**src/rtl/ex_mem_skid_reg.sv**
```systemverilog
// ex_mem_skid_reg
// EX/MEM pipeline register with a valid/ready handshake and a 2-entry skid
// buffer (main + skid). in_ready is a registered signal, so back-pressure from
// MEM never forms a combinational path into EX. The design sustains one
// transfer per cycle while unstalled.
//
// Ports:
//   clk            clock, all state updates on the rising edge
//   rst            synchronous active-high reset
//   flush          discard held and incoming entries
//   in_valid       EX presents an instruction
//   in_ready       register can accept (registered)
//   alu_result_in  ALU result / memory address
//   rs2_data_in    store data
//   rd_in          destination register index
//   ctrl_in        control vector {mem_to_reg, mem_write, mem_read, reg_write}
//   out_valid      main entry holds a valid instruction
//   out_ready      MEM accepts this cycle
//   alu_result_out main entry ALU result
//   rs2_data_out   main entry store data
//   rd_out         main entry destination
//   ctrl_out       main entry control, zero when out_valid=0
//   occupancy      number of valid entries (0..2)
//   stall_cnt      saturating count of cycles with out_valid & ~out_ready
module ex_mem_skid_reg #(
  parameter int DATA_W      = 16,
  parameter int RD_W        = 4,
  parameter int CTRL_W      = 4,
  parameter int STALL_CNT_W = 16
) (
  input  logic                   clk,
  input  logic                   rst,
  input  logic                   flush,
  input  logic                   in_valid,
  output logic                   in_ready,
  input  logic [DATA_W-1:0]      alu_result_in,
  input  logic [DATA_W-1:0]      rs2_data_in,
  input  logic [RD_W-1:0]        rd_in,
  input  logic [CTRL_W-1:0]      ctrl_in,
  output logic                   out_valid,
  input  logic                   out_ready,
  output logic [DATA_W-1:0]      alu_result_out,
  output logic [DATA_W-1:0]      rs2_data_out,
  output logic [RD_W-1:0]        rd_out,
  output logic [CTRL_W-1:0]      ctrl_out,
  output logic [1:0]             occupancy,
  output logic [STALL_CNT_W-1:0] stall_cnt
);

  localparam int PAY_W = 2*DATA_W + RD_W + CTRL_W;

  logic [PAY_W-1:0] main_pay, skid_pay, in_pay;
  logic [PAY_W-1:0] main_pay_nxt, skid_pay_nxt;
  logic             main_valid, skid_valid;
  logic             main_valid_nxt, skid_valid_nxt;
  logic             in_ready_r;
  logic             in_fire, out_fire;
  logic [CTRL_W-1:0] ctrl_main;

  assign in_pay   = {alu_result_in, rs2_data_in, rd_in, ctrl_in};
  assign in_fire  = in_valid & in_ready_r;
  assign out_fire = main_valid & out_ready;

  always_comb begin
    main_valid_nxt = main_valid;
    skid_valid_nxt = skid_valid;
    main_pay_nxt   = main_pay;
    skid_pay_nxt   = skid_pay;
    if (flush) begin
      // payload left stale; ctrl_out is masked by out_valid
      main_valid_nxt = 1'b0;
      skid_valid_nxt = 1'b0;
    end else if (!main_valid) begin
      if (in_fire) begin
        main_valid_nxt = 1'b1;
        main_pay_nxt   = in_pay;
      end
    end else if (out_fire) begin
      if (skid_valid) begin
        // in_ready was low, so no in_fire can coincide with draining skid
        main_pay_nxt   = skid_pay;
        skid_valid_nxt = 1'b0;
      end else if (in_fire) begin
        main_pay_nxt   = in_pay;
      end else begin
        main_valid_nxt = 1'b0;
      end
    end else if (in_fire) begin
      skid_valid_nxt = 1'b1;
      skid_pay_nxt   = in_pay;
    end
  end

  always_ff @(posedge clk) begin
    if (rst) begin
      main_valid <= 1'b0;
      skid_valid <= 1'b0;
      main_pay   <= '0;
      skid_pay   <= '0;
      in_ready_r <= 1'b1;
      stall_cnt  <= '0;
    end else begin
      main_valid <= main_valid_nxt;
      skid_valid <= skid_valid_nxt;
      main_pay   <= main_pay_nxt;
      skid_pay   <= skid_pay_nxt;
      in_ready_r <= ~skid_valid_nxt;
      if (main_valid && !out_ready && !(&stall_cnt))
        stall_cnt <= stall_cnt + 1'b1;
    end
  end

  assign in_ready  = in_ready_r;
  assign out_valid = main_valid;
  assign {alu_result_out, rs2_data_out, rd_out, ctrl_main} = main_pay;
  assign ctrl_out  = ctrl_main & {CTRL_W{main_valid}};
  assign occupancy = {1'b0, main_valid} + {1'b0, skid_valid};

endmodule

```
**config.mk**
```make
export PLATFORM = sky130hd
export DESIGN_NAME = ex_mem_skid_reg
export DESIGN_NICKNAME = d
export VERILOG_FILES = /design/src/rtl/ex_mem_skid_reg.sv
export SDC_FILE = /design/constraint.sdc
export NUM_CORES = 1
export LEC_CHECK = 0
export CAP_MARGIN = 30
export CORE_UTILIZATION = 45
export DETAILED_ROUTE_END_ITERATION = 12
export GPL_TIMING_DRIVEN = 0
export HOLD_SLACK_MARGIN = 0.03
export PLACE_DENSITY = 0.88
export SYNTH_ARGS = -nofsm -noshare
export SYNTH_HDL_FRONTEND = slang
export SYNTH_SLANG_ARGS = --single-unit
```
**constraint.sdc**
```tcl
create_clock -name clk -period 1.5 [get_ports clk]
set_clock_uncertainty 0.05 [all_clocks]
set_input_delay 0.225 -clock clk [delete_from_list [all_inputs] [get_ports clk]]
set_output_delay 0.225 -clock clk [all_outputs]
set_load 0.02 [all_outputs]
```
# [After elaboration in Yosys (flattened, before gate mapping)]
# Cells that the tools add are included.
[op_classes] n_div=0 order_cmp=0 shifts=0 eq_ne=1 n_reduce_logical=8 mul=0 n_mux=12 n_addsub=2 bitwise=6
[op_table] op="$mux 40" count=4
[op_table] op="$add 16x1->16 const B" count=1
[op_table] op="$reduce_and 16->1" count=1
[op_table] op="$mux 1" count=8
[op_table] op="$and 4x4->4" count=1
[op_table] op="$reduce_and 4->1" count=1
[op_table] op="$not 1->1" count=3
[op_table] op="$add 1x1->2" count=1
[op_table] op="$and 1x1->1" count=2
[op_table] op="$logic_and 1x1->1" count=2
[op_table] op="$logic_not 1->1" count=2
[op_table] op="$ne 2x1->1 const B" count=1
[op_table] op="$reduce_and 2->1" count=1
[op_table] op="$reduce_or 2->1" count=1
[totals] latch_bits=0 rom_bits=0 mem_count=0 out_inout_bits=60 mem_bits_rw=0 inputBits=45 register_bits=99 word_cells=35

# [Depth between registers and ports, before layout]
[depth] ltp_word=6 ltp_mapped=7 mapped_depth_nobuf=5

# [Least setup slack after synthesis]
# OpenSTA, ideal clock, no wires.
[synth_path] path_type="register to register" from="register main_valid (netlist: out_valid)" to="register stall_cnt[13]" n_path_buf=1 synth_period_minus_slack_ps=1799 t_arrival_ps=1625 required_ps=1327 path_slack_ps=-299 setup_ps=123 path_stages_with_launch=6 path_cell_list="dfxtp_1 > buf_2 > nand2b_2 > nor3_2 > nor3b_1 > mux2_1"
[synth_between] elab_chain_cells=2
[synth_rtl] element="start: declaration" line="54" source="logic main_valid, skid_valid;"
[synth_rtl] element="start signal: assignment" line="103" source="main_valid <= main_valid_nxt;"
[synth_rtl] element="$logic_and 1x1->1 (2 in a row)" line="108" source="if (main_valid && !out_ready && !(&stall_cnt))"
[synth_rtl] element="end signal: assignment" line="109" source="stall_cnt <= stall_cnt + 1'b1;"
[synth_rtl] element="end: declaration" line="47" source="output logic [STALL_CNT_W-1:0] stall_cnt"
# No other way between the ends.
# A chain may end at the register's enable or synchronous reset.

# [Worst setup path after layout]
[layout_path] from="register in_ready_r (netlist: in_ready)" to="register main_pay[9]"
[layout_between] elab_chain_cells=5
[layout_rtl] element="start: declaration" line="56" source="logic in_ready_r;"
[layout_rtl] element="start signal: assignment" line="107" source="in_ready_r <= ~skid_valid_nxt;"
[layout_rtl] element="$and 1x1->1 (*)" line="61" source="assign in_fire = in_valid & in_ready_r;"
[layout_rtl] element="$mux 40 (*)"
[layout_rtl] element="$mux 40 (2 in a row)"
[layout_rtl] element="$mux 40 (*)"
[layout_rtl] element="end signal: assignment" line="105" source="main_pay <= main_pay_nxt;"
[layout_rtl] element="end: declaration" line="52" source="logic [PAY_W-1:0] main_pay, skid_pay, in_pay;"
# Every way passes the cells marked *; elsewhere a longest branch is shown, timed or not. The select of a mux whose other input is x is not followed.

==> flow_metrics.env <==
export IMPL_end_kind="register"
export IMPL_drcViolationCount=0
export IMPL_wl_per_cell_um=23.9
export IMPL_fp_row_count=36
export IMPL_fin_area_sq_um=7740
export IMPL_core_area_sq_um=9770
export IMPL_grt_busiest_layer="met2"
export IMPL_syn_area_sq_um=4540
export IMPL_hp_class="in -> reg"
export IMPL_clock_sinks=99
export IMPL_dp_hpwl_mm=9.06
export IMPL_diodes=0
export IMPL_finalCriticalPeriod_ns=1.91
export IMPL_clock_path_buffers=2
export IMPL_slew_violations=0
export IMPL_async_flop_share_pct=0
export IMPL_arrival_ns=2.11
export IMPL_wirelength_mm=20.7
export IMPL_crit_fanout=5
export IMPL_critPathBufInv=2
export IMPL_ys_seq_area_share_pct=43.6
export IMPL_ys_flop_type="dfxtp_1"
export IMPL_period_share_pct=128
export IMPL_root_buffer="clkbuf_8"
export IMPL_synth_commonest_cells="nand2_1, dfxtp_1, nor2_1, a21oi_1, nand3_1"
export IMPL_groute_layer_met1_usage_pct=34.5
export IMPL_synth_top_area_share_pct=43.6
export IMPL_hold_viol_final=0
export IMPL_netlist_instances=561
export IMPL_setup_slack_ns=-0.415
export IMPL_start_kind="register"
export IMPL_drt_pass1_iter_count=5
export IMPL_die_h_um=102
export IMPL_syn_to_final_growth_pct=70.5
export IMPL_syn_nets=608
export IMPL_nFillCells=520
export IMPL_track_usage_pct=29.6
export IMPL_clk_pin_slew_worst_paths_ns=0.12
export IMPL_required_ns=1.70
export IMPL_slew_headroom_pct=57.8
export IMPL_synth_area_top_cells="dfxtp_1, nand2_1, a311oi_1"
export IMPL_viasPerCell=6.34
export IMPL_drtIter0Drc=597
export IMPL_use_met2_pct=52.4
export IMPL_setup_viol=105
export IMPL_grt_pass1_wl_mm=23.8
export IMPL_clk_latency_ns=0.40
export IMPL_use_met3_pct=3.90
export IMPL_rsz0062_at_grt="yes"
export IMPL_holdWs_ns=0.297
export IMPL_cp_cell_sequence="nand2_2, a211oi_4, buf_6, buf_12, nor2_1, a311oi_1"
export IMPL_dieArea_sq_um=10500
export IMPL_yosysTopAreaCell="dfxtp_1"
export IMPL_first_global_vias=4851
export IMPL_critical_path_class="reg -> reg"
export IMPL_final_nets=774
export IMPL_tightest_slew_ns=0.634
export IMPL_synth_cell_types=45
export IMPL_cp_top_family="compound AO/OA/AOI/OAI gates"
export IMPL_num_vias=5484
export IMPL_critPathMaxStageDelay_ns=0.42
export IMPL_placed_cell_area_sq_um=5840
export IMPL_initial_core_util_pct=46.5
export IMPL_cts_tree="yes"
export IMPL_gp_congestion=0.912
export IMPL_io_pins=105
export IMPL_synth_edf_count=0
export IMPL_ir_drop_v=0.000655
export IMPL_postRouteAntennaNets=0
export IMPL_powerDensity_nw_per_um2=772
export IMPL_cp_slowest_cell="dfxtp_2"
export IMPL_chipWidth_um=102
export IMPL_io_buffers=104
export IMPL_synth_most_common_cell="nand2_1"
export IMPL_max_cap_viol_count=0
export IMPL_drive_gt1_share_pct=48.8
export IMPL_antenna_found_initial=0
export IMPL_globalRouteOverflowTotal=0
export IMPL_fmax_mhz=522
export IMPL_syn_avg_cell_area_sq_um=8.09
export IMPL_grt_max_degree=17
export IMPL_ys_warn_count=0
export IMPL_synth_seq_cells=99
export IMPL_cts_htree_levels=3
export IMPL_cts_buffers=9
export IMPL_dp_slack_ns=-0.715
export IMPL_violations="setup timing"
export IMPL_outcome="finished, violations left"
export IMPL_p_leak_nw=3.09
==> final timing paths <==
kind,startpoint,endpoint,slack (ns),cells past startpoint
worst max-delay path,in_ready,main_pay[9],-0.41,6
worst min-delay path,out_ready,in_ready,0.30,2
worst max register to register,in_ready,main_pay[9],-0.41,6
worst min register to register,skid_pay[35],skid_pay[35],0.44,2
==> worst register-to-register path, delay by kind of cell (launching register included) <==
kind	cells	cell delay [ns]
compound gates	2	0.75
flops	1	0.42
buf+inv	2	0.32
simple gates	2	0.21
==> area by class of cell <==
type	instances	area [sq um]	share of cell area (%)
Multi-Input combinational cell	378	3030	39.2
Clock buffer	10	149	1.92
Tap cell	133	166	2.15
Buffer	74	604	7.81
Sequential cell	99	2030	26.2
Inverter	3	11.3	0.145
Timing Repair Buffer	162	1660	21.4
Clock inverter	6	86.3	1.12
==> timing repair <==
| item | in CTS | in global routing |
|---|---|---|
| hold buffers | 0 | 0 |
| setup endpoints to repair | 155 | 105 |
| setup buffers | 21 | 27 |
| pin swaps | 47 | 100 |
| cloned | 7 | 5 |
| resized for setup | 195 | 250 |
==> registers in the layout, summed over array words and instances, names as in the netlist <==
signal and cells:
in_ready 1, main_pay 40, out_valid 1, skid_pay 40
skid_valid 1, stall_cnt 16
==> metal layers <==
layer / vias to the layer above / share of wire, %
li1: 2245 / -
met1: 2573 / 36
met2: 488 / 47
met3: 178 / 9.6
met4: 0 / 8.0
met5: - / 0
==> report_power, final <==
part           total [mW]  switching, mW  internal (mW)
clock network        2.11           1.07           1.04
registers            2.78         0.0793           2.70
logic                1.09          0.563          0.525
total                5.98           1.71           4.26
==> cells by family after synthesis <==
| kind of cell | share of synthesized area [%] |
|---|---|
| flip-flops | 43.6 |
| adder cells (fa/ha/maj) | 0.551 |
| AND/OR/NAND/NOR | 25.9 |
| AO/OA/AOI/OAI | 16.8 |
| multiplexers | 2.37 |
| buffers and inverters | 10.7 |
==> cell usage in the layout, fill, tap and decap left out, drive strengths merged, types with 2 or more instances in the layout <==
cell / Yosys / final
a211oi: 5 / 5
a21oi: 47 / 47
a311oi: 43 / 43
a31oi: 5 / 5
and2: 7 / 7
and3: 3 / 3
and4: 4 / 4
buf: 57 / 122
bufinv: 0 / 2
clkbuf: 24 / 34
clkdlybuf4s15: 0 / 2
clkdlybuf4s50: 0 / 42
clkinv: 0 / 3
dfxtp: 99 / 99
dlygate4sd2: 0 / 45
ha: 2 / 2
inv: 3 / 3
mux2: 8 / 8
nand2: 125 / 125
nand2b: 3 / 3
nand3: 45 / 45
nand4: 3 / 3
nor2: 54 / 54
nor2b: 8 / 8
nor3: 5 / 5
==> through the flow <==
step	util (%)	TNS (ns)	std cells	total power [mW]
finish	79.2	-23.02	865	5.98
floorplan	-	-0.483	561	3.24
global route	79.2	-24.44	865	6.09
detailed placement	59.7	-56.69	798	3.62
CTS	68.4	-6.25	840	5.62
global placement	59.7	-53.29	798	3.59
(Power assumes the default switching activity.)
